===== src/rtl/params_pkg.sv =====
// Shared panel parameters for the multimem write path.
// BYTES_PER_PIXEL: default bytes stored per panel pixel.
package params_pkg;
  localparam int BYTES_PER_PIXEL = 2;
endpackage


===== src/rtl/multimem_wr_arbiter_if.sv =====
// Bundle of requester, fill-sweep and multimem port-A signals.
// slave: arbiter side; master: requesters / RAM-side driver.
interface multimem_wr_arbiter_if #(
  parameter int AW = 12
);
  logic          req0_valid;
  logic [AW-1:0] req0_addr;
  logic [7:0]    req0_data;
  logic          req0_ready;
  logic          req1_valid;
  logic [AW-1:0] req1_addr;
  logic [7:0]    req1_data;
  logic          req1_ready;
  logic          clear_start;
  logic [7:0]    clear_value;
  logic          clear_busy;
  logic          clear_done;
  logic [AW-1:0] ram_a_address;
  logic [7:0]    ram_a_data_in;
  logic          ram_a_clk_enable;
  logic          ram_a_wr;

  modport slave (
    input  req0_valid, req0_addr, req0_data,
    input  req1_valid, req1_addr, req1_data,
    input  clear_start, clear_value,
    output req0_ready, req1_ready,
    output clear_busy, clear_done,
    output ram_a_address, ram_a_data_in,
    output ram_a_clk_enable, ram_a_wr
  );

  modport master (
    output req0_valid, req0_addr, req0_data,
    output req1_valid, req1_addr, req1_data,
    output clear_start, clear_value,
    input  req0_ready, req1_ready,
    input  clear_busy, clear_done,
    input  ram_a_address, ram_a_data_in,
    input  ram_a_clk_enable, ram_a_wr
  );
endinterface


===== src/rtl/multimem_wr_arbiter.sv =====
// Round-robin two-requester byte write arbiter onto multimem port A,
// with optional fill sweep (macro MULTIMEM_WR_ARBITER_CLEAR_EN).
// Ports: clk, reset (sync, active-high), bus (slave): req0/req1
// valid/addr/data/ready, clear_start/value/busy/done, ram_a_*.
module multimem_wr_arbiter #(
  parameter int PIXEL_WIDTH     = 64,
  parameter int PIXEL_HEIGHT    = 32,
  parameter int BYTES_PER_PIXEL = params_pkg::BYTES_PER_PIXEL
) (
  input logic                  clk,
  input logic                  reset,
  multimem_wr_arbiter_if.slave bus
);
  localparam int DEPTH = PIXEL_WIDTH * PIXEL_HEIGHT * BYTES_PER_PIXEL;
  localparam int AW    = $clog2(DEPTH);
  localparam logic [AW:0] CNT_LAST = (AW+1)'(DEPTH - 1);
  localparam logic [AW:0] CNT_ONE  = (AW+1)'(1);

  typedef enum logic {IDLE, CLEAR} state_t;

  state_t        r_state, w_state_nxt;
  logic          r_last, w_last_nxt;
  logic [AW:0]   r_cnt, w_cnt_nxt;
  logic [7:0]    r_clr_val, w_clr_val_nxt;
  logic [AW-1:0] r_addr, w_addr_nxt;
  logic [7:0]    r_data, w_data_nxt;
  logic          r_we, w_we_nxt;
  logic          r_done, w_done_nxt;
  logic          w_g0, w_g1;
  logic          w_clr_go;

`ifdef MULTIMEM_WR_ARBITER_CLEAR_EN
  assign w_clr_go       = (r_state == IDLE) && bus.clear_start;
  assign bus.clear_busy = (r_state == CLEAR);
  assign bus.clear_done = r_done;
`else
  logic w_unused;
  assign w_clr_go       = 1'b0;
  assign bus.clear_busy = 1'b0;
  assign bus.clear_done = 1'b0;
  assign w_unused       = ^{bus.clear_start, r_done};
`endif

  // Reset also masks the combinational grants.
  assign bus.req0_ready = w_g0 & ~reset;
  assign bus.req1_ready = w_g1 & ~reset;

  assign bus.ram_a_address    = r_addr;
  assign bus.ram_a_data_in    = r_data;
  assign bus.ram_a_clk_enable = r_we;
  assign bus.ram_a_wr         = r_we;

  always_comb begin
    w_state_nxt   = r_state;
    w_last_nxt    = r_last;
    w_cnt_nxt     = r_cnt;
    w_clr_val_nxt = r_clr_val;
    w_addr_nxt    = r_addr;
    w_data_nxt    = r_data;
    w_we_nxt      = 1'b0;
    w_done_nxt    = 1'b0;
    w_g0          = 1'b0;
    w_g1          = 1'b0;
    unique case (r_state)
      IDLE: begin
        if (w_clr_go) begin
          w_state_nxt   = CLEAR;
          w_cnt_nxt     = '0;
          w_clr_val_nxt = bus.clear_value;
        end else begin
          // On a tie, r_last names the loser of the next grant.
          if (bus.req0_valid && bus.req1_valid) begin
            w_g0 = r_last;
            w_g1 = ~r_last;
          end else begin
            w_g0 = bus.req0_valid;
            w_g1 = bus.req1_valid;
          end
          if (w_g0) begin
            w_addr_nxt = bus.req0_addr;
            w_data_nxt = bus.req0_data;
            w_we_nxt   = 1'b1;
            w_last_nxt = 1'b0;
          end else if (w_g1) begin
            w_addr_nxt = bus.req1_addr;
            w_data_nxt = bus.req1_data;
            w_we_nxt   = 1'b1;
            w_last_nxt = 1'b1;
          end
        end
      end
      CLEAR: begin
        w_addr_nxt = r_cnt[AW-1:0];
        w_data_nxt = r_clr_val;
        w_we_nxt   = 1'b1;
        if (r_cnt == CNT_LAST) begin
          w_state_nxt = IDLE;
          w_done_nxt  = 1'b1;
          w_cnt_nxt   = '0;
        end else begin
          w_cnt_nxt = r_cnt + CNT_ONE;
        end
      end
      default: w_state_nxt = IDLE;
    endcase
  end

  always_ff @(posedge clk) begin
    if (reset) begin
      r_state   <= IDLE;
      r_last    <= 1'b1;
      r_cnt     <= '0;
      r_clr_val <= '0;
      r_addr    <= '0;
      r_data    <= '0;
      r_we      <= 1'b0;
      r_done    <= 1'b0;
    end else begin
      r_state   <= w_state_nxt;
      r_last    <= w_last_nxt;
      r_cnt     <= w_cnt_nxt;
      r_clr_val <= w_clr_val_nxt;
      r_addr    <= w_addr_nxt;
      r_data    <= w_data_nxt;
      r_we      <= w_we_nxt;
      r_done    <= w_done_nxt;
    end
  end
endmodule


===== src/flat_wrapper.sv =====
// flat-port wrapper written by rule: the top's interface ports become plain ports
module multimem_wr_arbiter_flat 
#(
  parameter int PIXEL_WIDTH     = 64,
  parameter int PIXEL_HEIGHT    = 32,
  parameter int BYTES_PER_PIXEL = params_pkg::BYTES_PER_PIXEL
)
  (clk, reset, bus_req0_valid, bus_req0_addr, bus_req0_data, bus_req1_valid, bus_req1_addr, bus_req1_data, bus_clear_start, bus_clear_value, bus_req0_ready, bus_req1_ready, bus_clear_busy, bus_clear_done, bus_ram_a_address, bus_ram_a_data_in, bus_ram_a_clk_enable, bus_ram_a_wr);
  multimem_wr_arbiter_if #(.AW(($clog2(((64) * (32) * (2)))))) bus_i ();
  input logic clk;
  input logic reset;
  input wire logic [$bits(bus_i.req0_valid)-1:0] bus_req0_valid;
  input wire logic [$bits(bus_i.req0_addr)-1:0] bus_req0_addr;
  input wire logic [$bits(bus_i.req0_data)-1:0] bus_req0_data;
  input wire logic [$bits(bus_i.req1_valid)-1:0] bus_req1_valid;
  input wire logic [$bits(bus_i.req1_addr)-1:0] bus_req1_addr;
  input wire logic [$bits(bus_i.req1_data)-1:0] bus_req1_data;
  input wire logic [$bits(bus_i.clear_start)-1:0] bus_clear_start;
  input wire logic [$bits(bus_i.clear_value)-1:0] bus_clear_value;
  output wire logic [$bits(bus_i.req0_ready)-1:0] bus_req0_ready;
  output wire logic [$bits(bus_i.req1_ready)-1:0] bus_req1_ready;
  output wire logic [$bits(bus_i.clear_busy)-1:0] bus_clear_busy;
  output wire logic [$bits(bus_i.clear_done)-1:0] bus_clear_done;
  output wire logic [$bits(bus_i.ram_a_address)-1:0] bus_ram_a_address;
  output wire logic [$bits(bus_i.ram_a_data_in)-1:0] bus_ram_a_data_in;
  output wire logic [$bits(bus_i.ram_a_clk_enable)-1:0] bus_ram_a_clk_enable;
  output wire logic [$bits(bus_i.ram_a_wr)-1:0] bus_ram_a_wr;
  assign bus_i.req0_valid = bus_req0_valid;
  assign bus_i.req0_addr = bus_req0_addr;
  assign bus_i.req0_data = bus_req0_data;
  assign bus_i.req1_valid = bus_req1_valid;
  assign bus_i.req1_addr = bus_req1_addr;
  assign bus_i.req1_data = bus_req1_data;
  assign bus_i.clear_start = bus_clear_start;
  assign bus_i.clear_value = bus_clear_value;
  assign bus_req0_ready = bus_i.req0_ready;
  assign bus_req1_ready = bus_i.req1_ready;
  assign bus_clear_busy = bus_i.clear_busy;
  assign bus_clear_done = bus_i.clear_done;
  assign bus_ram_a_address = bus_i.ram_a_address;
  assign bus_ram_a_data_in = bus_i.ram_a_data_in;
  assign bus_ram_a_clk_enable = bus_i.ram_a_clk_enable;
  assign bus_ram_a_wr = bus_i.ram_a_wr;
  multimem_wr_arbiter #(.PIXEL_WIDTH(PIXEL_WIDTH), .PIXEL_HEIGHT(PIXEL_HEIGHT), .BYTES_PER_PIXEL(BYTES_PER_PIXEL)) u_core (.clk(clk), .reset(reset), .bus(bus_i));
endmodule

===== config.mk =====
export PLATFORM = sky130hd
export DESIGN_NAME = multimem_wr_arbiter_flat
export DESIGN_NICKNAME = d
export VERILOG_FILES = /design/src/rtl/params_pkg.sv /design/src/rtl/multimem_wr_arbiter_if.sv /design/src/rtl/multimem_wr_arbiter.sv /design/src/flat_wrapper.sv
export SDC_FILE = /design/constraint.sdc
export NUM_CORES = 1
export LEC_CHECK = 0
export BUFFER_PORTS_ARGS = -buffer_cell sky130_fd_sc_hd__buf_2
export CAP_MARGIN = 40
export CELL_PAD_IN_SITES_DETAIL_PLACEMENT = 1
export CELL_PAD_IN_SITES_GLOBAL_PLACEMENT = 2
export CORE_AREA = 2 2 88 90
export DETAILED_ROUTE_END_ITERATION = 10
export DIE_AREA = 0 0 90 92
export GPL_TIMING_DRIVEN = 0
export PLACE_DENSITY_LB_ADDON = 0.1
export SLEW_MARGIN = 20
export SYNTH_ARGS = -nofsm -noshare
export SYNTH_HDL_FRONTEND = slang
export SYNTH_SLANG_ARGS = --single-unit

===== constraint.sdc =====
create_clock -name clk -period 1.8 [get_ports clk]
set_input_delay 0.09 -clock clk [delete_from_list [all_inputs] [get_ports clk]]
set_output_delay 0.09 -clock clk [all_outputs]
set_load 0.01 [all_outputs]

==> results of run 1 <==
==> cells in the final DEF, fill, tap and decap left out <==
cell type  Yosys  routed
a21oi_1       20      20
nor2b_1        1       1
and3b_2        1       1
xor2_1         3       3
clkinv_2       0       2
nor3b_1        1       1
conb_1         1       2
clkbuf_1      15      15
nand4_2        1       1
dfxtp_1       36      35
mux2_2         1       1
xnor2_1        6       6
nand2_1       15      15
clkinv_4       0       1
nand2b_1       3       3
nor3_1         5       5
clkbuf_8       0       5
a21boi_0      20      20
o21ai_0       21      21
nor2_1        15      15
nor4_1         1       1
a31oi_1        1       1
nand2_2        1       1
nand4_1        5       5
and3_1        22      22
ha_2           0       1
or4_4          1       1
dfxtp_2        0       1
a22oi_1       11      11
buf_2          1      67
or3_1          1       1
o22ai_1        1       1
buf_4          4       5
a22o_1         1       1
o21bai_4       1       2
==> where the power goes <==
group / internal [mW] / switching (mW)
logic: 0.124 / 0.144
clock network: 0.270 / 0.326
registers: 0.832 / 0.0184
total: 1.23 / 0.489
==> how the worst max path moves through the flow <==
stage	startpoint	to	slack [ns]	cells after the start
3_3_place_gp	u_core.r_cnt[1]$_SDFFE_PP0P_	u_core.r_cnt[7]$_SDFFE_PP0P_	-0.03	5
2_1_floorplan	u_core.r_cnt[0]$_SDFFE_PP0P_	u_core.r_cnt[10]$_SDFFE_PP0P_	0.25	5
3_5_place_dp	u_core.r_cnt[1]$_SDFFE_PP0P_	u_core.r_cnt[7]$_SDFFE_PP0P_	-0.04	5
5_1_grt	u_core.r_cnt[0]$_SDFFE_PP0P_	u_core.r_cnt[9]$_SDFFE_PP0P_	0.0002	5
4_1_cts	u_core.r_cnt[1]$_SDFFE_PP0P_	u_core.r_cnt[7]$_SDFFE_PP0P_	0.04	5
6_report	u_core.r_cnt[0]$_SDFFE_PP0P_	u_core.r_cnt[2]$_SDFFE_PP0P_	0.12	5
==> cell families after synthesis <==
kind of cell               after synthesis  share of synthesized area, %
adders and majority gates                1                         0.700
other                                    1                         0.210
DFF                                     36                          40.3
and+or+nand+nor                         73                          21.9
xor gates and xnor gates                 9                          4.41
muxes                                    1                         0.630
AOI/OAI and AO/OA                       76                          26.7
buffers and inverters                   20                          5.11
==> cell type report <==
cell class / instances / area share (%)
Sequential cell: 36 / 30.5
Timing Repair Buffer: 67 / 14.3
Tap cell: 102 / 5.39
Clock buffer: 5 / 2.91
Clock inverter: 3 / 0.793
Buffer: 20 / 3.86
Multi-Input combinational cell: 163 / 42.3
==> worst register-to-register path, stage by stage, from the launching register on <==
cell,delay (ns)
dfxtp_1,0.40
ha_2,0.23
nand4_1,0.15
or4_4,0.50
o21bai_4,0.23
nor2_1,0.07
==> metal layers <==
layer	global-route usage, %	up-vias	share of wire [%]
met5	0	-	0
met4	4.62	0	1.2
met3	3.78	8	5.6
met2	24.1	44	47
met1	20.6	892	47
li1	-	930	-
==> state kept, by name, indices dropped and copies added (netlist names) <==
register                     count
u_core.bus.ram_a_clk_enable      1
u_core.r_last                    1
u_core.bus.ram_a_data_in         8
u_core.bus.ram_a_address        12
u_core.r_state                   1
u_core.r_cnt                    13
==> metrics by stage <==
| step | total power, mW | hold slack, ns | instance area, sq um |
|---|---|---|---|
| floorplan | 1.01 | 0.295 | 1790 |
| global placement | 1.14 | 0.340 | 2250 |
| detailed placement | 1.14 | 0.357 | 2250 |
| CTS | 1.75 | 0.0460 | 2360 |
| global route | 1.82 | 0.0543 | 2370 |
| finish | 1.71 | 0.0452 | 2370 |
==> repair_timing <==
action	in CTS	in global routing
cloned	1	0
buffers inserted	1	0
pin swaps	1	0
endpoints found under the setup margin	9	10
gates resized for setup	0	3
==> metrics.txt, run 1 <==
post-route insts no fill=396; Fillers=949; ranking of synthesized cells by area=dfxtp_1 (40%), a21boi_0 (8.4%), and3_1 (7.7%), o21ai_0 (5.9%), a21oi_1 (5.6%); initial antenna violation count=0; Final #Nets=347; worst hold start=reset; worst-path maximum fanout=5; IO buf count=66; Worst-path clk slew=0.08 ns; hold crit path type=input port to flop; drt wl/cell=15.5 um; Slowest cell on crit path=or4_4; hold depth=2; max_slew headroom=61.6%; EDFF count, synth=0; Synth top area share=40.3%; P&R area growth vs syn=32.4%; sequential area share after synthesis=40.3%; CP required=1.99 ns; worst r2r src=u_core.r_cnt[0]$_SDFFE_PP0P_; largest net degree at the start of global routing=13; Commonest cells post-synth=dfxtp_1 (36), and3_1 (22), o21ai_0 (21); initial DRC count=35; CTS tree=yes; outcome=complete, no violations; GRT Total Usage=15.3%; top_reg_cell synth=dfxtp_1; final slew viol count=0; DRC=0; area of the multi-input gates=1000 sq um; Placer Congestion=0.733; grt ovf=0; Initial Utilization=24.0%; DIE WIDTH=90 um; pre-CTS setup slack=-0.0378 ns; root buf cell=clkbuf_8; die area=8280 sq um; Avg Inst Size Synth=8.24 sq um; core footprint=7450 sq um; placed insts=386; Gate Count Post-Synth=217; synthesized area=1790 sq um; CTS Buf Count=5; Worst IR Drop VDD=0.216 mV; total vias in the final route=1,874; power per cell area=724 nW/um^2; final hold violation count=0; clock latency on the worst-skew pair=0.30 ns; WHS Endpoint=u_core.bus.ram_a_address[2]$_SDFFE_PP0P_; fin crit period=1.68 ns; CP Launch Type=flop; CTS Sinks=36; Worst Path Class, Setup=flop to flop; ANT cells=0; RSZ-0062 raised after global routing=false; crit path capture type=flop; max capacitance violation total=0; Reg2Reg Depth=5; number of synthesized register bits=36; Final Util=31.8%; height of the die=92 um; first-pass GRT wire length=10,100 um; Detail Route Antenna Nets=0; skew final=0.0102 ns; vias in the first global route=1,888; Max Freq=596 MHz; CP top delay family=simple AND/OR/NAND/NOR gates; asr flop ratio synth=0%; CTS Buffer Depth=2; critical path cell sequence=ha_2 > nand4_1 > or4_4 > o21bai_4 > nor2_1; share of post-route cells with drive strength above 1=30.3%; critical path arrival=1.87 ns; # hold bufs at CTS=0; crit-path max cell delay=0.50 ns; HPWL after detailed placement=4480 um; R2R Setup Slk=0.12 ns; Final WS setup=0.123 ns; DR pass1 iterations=4; H-tree levels=2; Yosys top cell by area=dfxtp_1; worst-margin pin slew=0.576 ns; Via density=4.73; Distinct cells, synth=31; Reg area=722 sq um; R2R Path End=u_core.r_cnt[2]$_SDFFE_PP0P_; # rows=32; # setup viols final=0; count leader, synth=dfxtp_1; Buf/Inv on CP=0; fin crit share=93.2%; Ys Warns=0; I/O Pins=79; drt total wl=6140 um; setup TNS=0 ns; leakage=1.02 nW
Note: power is estimated with default switching activity, not from simulation.
==> run 2, diff against run 1 <==
--- a/config.mk
+++ b/config.mk
@@ -9,9 +9,9 @@
 export CAP_MARGIN = 40
 export CELL_PAD_IN_SITES_DETAIL_PLACEMENT = 1
 export CELL_PAD_IN_SITES_GLOBAL_PLACEMENT = 2
-export CORE_AREA = 2 2 88 90
+export CORE_AREA = 10 10 96 98
 export DETAILED_ROUTE_END_ITERATION = 10
-export DIE_AREA = 0 0 90 92
+export DIE_AREA = 0 0 106 108
 export GPL_TIMING_DRIVEN = 0
 export PLACE_DENSITY_LB_ADDON = 0.1
 export SLEW_MARGIN = 20
==> run 2 against run 1 <==
Sequential share of layout area decreased by 0.34 points. Clock power increased by 26%. Sequential power about the same. Routed wire length increased by 9.5%. Critical path depth unchanged. Clock skew decreased by 0.0077 ns. Non-clock buffer count unchanged. Maximum frequency decreased by 2.0%. First-iteration DRC count increased by 2.9%. Clock-buffer cell count unchanged. Largest cell class unchanged. Highest routed layer unchanged.
==> metrics.txt, run 2 (synthesis gave the netlist of run 1 again) <==
Worst IR Drop VDD=0.255 mV (+18%); largest net degree at the start of global routing=13 (unchanged); height of the die=108 um (+17%); CTS Buf Count=5 (unchanged); Worst-path clk slew=0.08 ns (about the same); vias in the first global route=2,021 (+7.0%); CTS tree=yes; placed insts=386 (unchanged); Final Hold Slack=0.0362 ns (-0.00904 ns); max reg flops=13 (unchanged); most common cell after layout, fill and taps aside=buf_2; worst-margin pin slew=0.590 ns (+0.0137 ns); Reg2Reg Depth=5 (unchanged); drt wl/cell=17.0 um (+9.5%); CP required=1.99 ns (about the same); Max Freq=584 MHz (-2.0%); clock latency on the worst-skew pair=0.29 ns (about the same); Placer Congestion=0.746 (+1.8%); Slowest cell on crit path=or4_4; leakage=1.02 nW (+0.56%); core footprint=7450 sq um (unchanged); hold depth=2 (unchanged); GRT Total Usage=11.5% (-3.7 points); worst hold start=reset; RSZ-0062 raised after global routing=false; WHS Endpoint=u_core.bus.ram_a_data_in[2]$_SDFFE_PP0P_; largest register by flop count=u_core.r_cnt; hold crit path type=input port to flop; first-pass GRT wire length=10,600 um (+5.3%); fin crit share=95.1% (+1.9 points); # rows=32 (unchanged); root buf cell=clkbuf_8; ANT cells=0 (unchanged); I/O Pins=79 (unchanged); H-tree levels=2 (unchanged); setup TNS=0 ns (unchanged); Final #Nets=347 (unchanged); CP Launch Type=flop; max_slew headroom=60.7% (-0.91 points); Final WS setup=0.0889 ns (-0.0340 ns); Total Power=1.87 mW (+9.0%); drt total wl=6730 um (+9.5%); worst-path maximum fanout=5 (unchanged); Detail Route Antenna Nets=0 (unchanged); die area=11,400 sq um (+38%); crit path capture type=flop; final slew viol count=0 (unchanged); Via density=4.63 (-2.2%); DRC=0 (unchanged); final hold violation count=0 (unchanged); CTS Buffer Depth=2 (unchanged); grt ovf=0 (unchanged); DIE WIDTH=106 um (+18%); # hold bufs at CTS=0 (unchanged); Buf/Inv on CP=0 (unchanged); # setup viols final=0 (unchanged); share of post-route cells with drive strength above 1=29.9% (-0.34 points); worst r2r src=u_core.r_cnt[0]$_SDFFE_PP0P_; Area after DPL=2250 sq um (unchanged); IO buf count=66 (unchanged); CTS Sinks=36 (unchanged); max capacitance violation total=0 (unchanged); CP top delay family=simple AND/OR/NAND/NOR gates; most frequent cells in the layout=buf_2 (67), dfxtp_1 (36), and3_1 (22); skew final=0.00242 ns (-0.00773 ns); outcome=complete, no violations; R2R Setup Slk=0.09 ns (-0.03 ns); post-route insts no fill=396 (unchanged); Initial Utilization=24.0% (unchanged); final instance area=2390 sq um (+0.95%); critical path cell sequence=ha_2 > nand4_1 > or4_4 > o21bai_4 > nor2_1; DR pass1 iterations=4 (unchanged); R2R Path End=u_core.r_cnt[7]$_SDFFE_PP0P_; Final Util=32.1% (+0.30 points); critical path arrival=1.90 ns (+0.03 ns); Worst Path Class, Setup=flop to flop; total vias in the final route=1,832 (-2.2%); crit-path max cell delay=0.50 ns (about the same); fin crit period=1.71 ns (+0.0340 ns); initial antenna violation count=0 (unchanged); initial DRC count=36 (+2.9%); HPWL after detailed placement=5120 um (+14%); power per cell area=782 nW/um^2 (+7.9%); P&R area growth vs syn=33.7%; pre-CTS setup slack=-0.0582 ns (-0.0204 ns)
## run 2: cell count changes in the layout (fill, tap and decap cells not counted), sizes merged
cell | before | now
bufinv | 0 | 1
clkinv | 3 | 1
clkinvlp | 0 | 1
## run 2: timing repair
action	in CTS	in global routing
setup buffers	1	0
setup endpoints to repair	9	3
pin swaps	1	0
resized for setup	1	1
gates cloned	1	0
## run 2: area by class of cell
type | instances | area (sq um)
clock buffers | 5 | 68.8
fillers | 946 | 5060
flip-flops and latches | 36 | 721
multi-input cells | 163 | 1000
clock inverters | 3 | 42.5
repair buffers | 67 | 338
plain buffers | 20 | 91.3
well taps | 102 | 128
## run 2: report_power, final
part           switching (mW)  internal (mW)  total [mW]
sequential             0.0184          0.832       0.850
clock                   0.339          0.411       0.750
combinational           0.144          0.124       0.268
## run 2: worst max-delay path by stage
stage	from	endpoint	slack, ns	depth (start not counted)
after CTS	u_core.r_cnt[1]$_SDFFE_PP0P_	u_core.r_cnt[7]$_SDFFE_PP0P_	0.04	5
after global routing	u_core.r_cnt[1]$_SDFFE_PP0P_	u_core.r_cnt[7]$_SDFFE_PP0P_	0.009	5
after detailed placement	u_core.r_cnt[1]$_SDFFE_PP0P_	u_core.r_cnt[7]$_SDFFE_PP0P_	-0.06	5
after global placement	u_core.r_cnt[1]$_SDFFE_PP0P_	u_core.r_cnt[3]$_SDFFE_PP0P_	-0.03	5
final	u_core.r_cnt[0]$_SDFFE_PP0P_	u_core.r_cnt[7]$_SDFFE_PP0P_	0.09	5
after floorplan	u_core.r_cnt[0]$_SDFFE_PP0P_	u_core.r_cnt[10]$_SDFFE_PP0P_	0.25	5
## run 2: per-layer routing
metal / vias to the layer above / share of wire, % / track usage, %
met1: 852 / 44 / 13.4
met4: 0 / 1.2 / 3.58
met3: 7 / 7.8 / 5.12
li1: 926 / - / -
met5: - / 0 / 0
met2: 47 / 47 / 18.8
==> run 3, diff against run 2 <==
--- a/config.mk
+++ b/config.mk
@@ -9,9 +9,9 @@
 export CAP_MARGIN = 40
 export CELL_PAD_IN_SITES_DETAIL_PLACEMENT = 1
 export CELL_PAD_IN_SITES_GLOBAL_PLACEMENT = 2
-export CORE_AREA = 10 10 96 98
+export CORE_AREA = 10 10 81 117
 export DETAILED_ROUTE_END_ITERATION = 10
-export DIE_AREA = 0 0 106 108
+export DIE_AREA = 0 0 91 127
 export GPL_TIMING_DRIVEN = 0
 export PLACE_DENSITY_LB_ADDON = 0.1
 export SLEW_MARGIN = 20
==> run 3 against run 2 <==
Clock skew rose by 0.0037 ns. Routed wire length increased by 1.8%. Global-route usage rose by 0.31 points. Cell count rose by 0.25%. Sequential share of layout area shrank 0.44 points. Hold slack improved by 0.024 ns. Final area is 1.8% higher. Combinational power barely moved. Clock power rose by 19%. Highest routed layer unchanged.
==> metrics.txt, run 3 (synthesis gave the netlist of run 1 again) <==
# hold bufs at CTS=0 (unchanged); grt ovf=0 (unchanged); initial DRC count=42 (+17%); worst-margin pin slew=0.571 ns (-0.0188 ns); first-pass GRT wire length=10,900 um (+2.7%); share of post-route cells with drive strength above 1=31.0% (+1.0 points); IO buf count=66 (unchanged); Area after DPL=2250 sq um (unchanged); RSZ-0062 raised after global routing=false; Final Util=32.4% (+0.29 points); initial antenna violation count=0 (unchanged); Reg power frac=42.2% (-3.3 points); most frequent cells in the layout=buf_2 (67), dfxtp_1 (34), and3_1 (22); Detail Route Antenna Nets=0 (unchanged); largest net degree at the start of global routing=12 (-1); Final Hold Slack=0.0597 ns (+0.0236 ns); CTS Buf Count=5 (unchanged); Slowest cell on crit path=or4_4; CP Launch Type=flop; DIE WIDTH=91 um (-14%); Worst IR Drop VDD=0.457 mV (+79%); P&R area growth vs syn=36.1%; Logic pwr share=13.4% (-1.0 points); GRT Total Usage=11.9% (+0.31 points); Fillers=960 (+1.5%); fin crit period=1.65 ns (-0.0592 ns); hold depth=2 (unchanged); Buf/Inv on CP=0 (unchanged); root buf cell=clkbuf_16; total vias in the final route=1,816 (-0.87%); max capacitance violation total=0 (unchanged); hold crit path type=input port to flop; pre-CTS setup slack=-0.0302 ns (+0.0280 ns); DR pass1 iterations=4 (unchanged); R2R Path End=u_core.r_cnt[2]$_SDFFE_PP0P_; height of the die=127 um (+18%); CP required=1.97 ns (-0.02 ns); NetSw=513 uW (+2.2%); # rows=39 (+22%); worst hold start=reset; CTS Sinks=36 (unchanged); max_slew headroom=61.9% (+1.3 points); Worst Path Class, Setup=flop to flop; leakage=1.05 nW (+2.7%); outcome=complete, no violations; max reg flops=13 (unchanged); Reg2Reg Depth=4 (-1); vias in the first global route=2,026 (+0.25%); final hold violation count=0 (unchanged); fin crit share=91.8% (-3.3 points); worst-path maximum fanout=6 (+1); crit path capture type=flop; most common cell after layout, fill and taps aside=buf_2; crit-path max cell delay=0.56 ns (+0.06 ns); CP top delay family=simple AND/OR/NAND/NOR gates; I/O Pins=79 (unchanged); final slew viol count=0 (unchanged); H-tree levels=2 (unchanged); drt wl/cell=17.2 um (+1.5%); Sw Share=25.5% (-1.4 points); clock latency on the worst-skew pair=0.29 ns (about the same); Worst-path clk slew=0.06 ns (-0.02 ns); R2R Setup Slk=0.15 ns (+0.06 ns); skew final=0.00610 ns (+0.00368 ns); CTS Buffer Depth=2 (unchanged); # setup viols final=0 (unchanged); Clock power frac=44.4% (+4.3 points); WHS Endpoint=u_core.bus.ram_a_data_in[2]$_SDFFE_PP0P_; Final WS setup=0.148 ns (+0.0592 ns); largest register by flop count=u_core.r_cnt; drt total wl=6850 um (+1.8%); Int Pwr=1.50 mW (+10%); final instance area=2430 sq um (+1.8%); critical path cell sequence=nand4_2 > or4_4 > o21bai_4 > nor2_1; DRC=0 (unchanged); setup TNS=0 ns (unchanged); power per cell area=829 nW/um^2 (+6.0%); die area=11,600 sq um (+0.95%); Final #Nets=347 (unchanged); HPWL after detailed placement=5420 um (+5.8%); Via density=4.57 (-1.1%); worst r2r src=u_core.r_cnt[7]$_SDFFE_PP0P_; Max Freq=605 MHz (+3.6%); Initial Utilization=23.8% (-0.22 points); critical path arrival=1.82 ns (-0.08 ns); Placer Congestion=0.729 (-2.4%); CTS tree=yes; core footprint=7510 sq um (+0.91%)
==> run 3: final cells by class <==
type / count / area [sq um] / area share (%)
multi-input combinational: 163 / 1000 / 41.1
sequential: 36 / 723 / 29.7
timing repair buffer: 67 / 338 / 13.9
clock buffer: 6 / 139 / 5.71
tap: 102 / 128 / 5.24
buffer: 20 / 92.6 / 3.80
clock inverter: 2 / 10.0 / 0.411
antenna: 1 / 2.50 / 0.103
==> run 3: timing repair <==
item,4_1_cts,5_1_grt
setup endpoints to repair,9,11
buffers inserted,1,0
gates cloned,1,0
resized for setup,1,5
pin swaps,1,2
==> run 3: metrics by stage <==
step           total power, mW  instances
5_1_grt                   2.13        396
3_5_place_dp              1.14        386
4_1_cts                   2.06        396
3_3_place_gp              1.14        386
2_1_floorplan             1.01        218
6_report                  2.02        397
==> run 3: power groups by stage <==
stage / logic, mW / clock network (mW) / registers (mW)
after floorplan: 0.126 / 0 / 0.884
after global routing: 0.306 / 0.964 / 0.856
final: 0.270 / 0.895 / 0.852
after global placement: 0.275 / 0 / 0.869
after detailed placement: 0.275 / 0 / 0.870
after CTS: 0.279 / 0.924 / 0.853
==> run 3: worst max-delay path by stage <==
| stage | cells past startpoint | slack, ns | to | start |
|---|---|---|---|---|
| 2_1_floorplan | 5 | 0.25 | u_core.r_cnt[10]$_SDFFE_PP0P_ | u_core.r_cnt[0]$_SDFFE_PP0P_ |
| 3_3_place_gp | 5 | -0.03 | u_core.r_cnt[5]$_SDFFE_PP0P_ | u_core.r_cnt[0]$_SDFFE_PP0P_ |
| 3_5_place_dp | 5 | -0.03 | u_core.r_cnt[11]$_SDFFE_PP0P_ | u_core.r_cnt[0]$_SDFFE_PP0P_ |
| 4_1_cts | 5 | 0.05 | u_core.r_cnt[2]$_SDFFE_PP0P_ | u_core.r_cnt[0]$_SDFFE_PP0P_ |
| 5_1_grt | 4 | 0.02 | u_core.r_cnt[2]$_SDFFE_PP0P_ | u_core.r_cnt[7]$_SDFFE_PP0P_ |
| 6_report | 4 | 0.15 | u_core.r_cnt[2]$_SDFFE_PP0P_ | u_core.r_cnt[7]$_SDFFE_PP0P_ |
==> run 3: worst register-to-register path: cells and delay by family (launching register included) <==
kind             cells  cell delay (ns)
AO/OA/AOI/OAI        1             0.22
flip-flops           1             0.49
AND/OR/NAND/NOR      3             0.84
==> run 3: metal layers <==
layer / global-route usage (%) / wire [um] / vias up / share of wire, %
met5: 0 / 0 / - / 0
met4: 3.05 / 69 / 0 / 1.0
met3: 5.33 / 517 / 6 / 7.6
met2: 21.6 / 3560 / 43 / 52
met1: 12.0 / 2700 / 834 / 39
li1: - / - / 933 / -
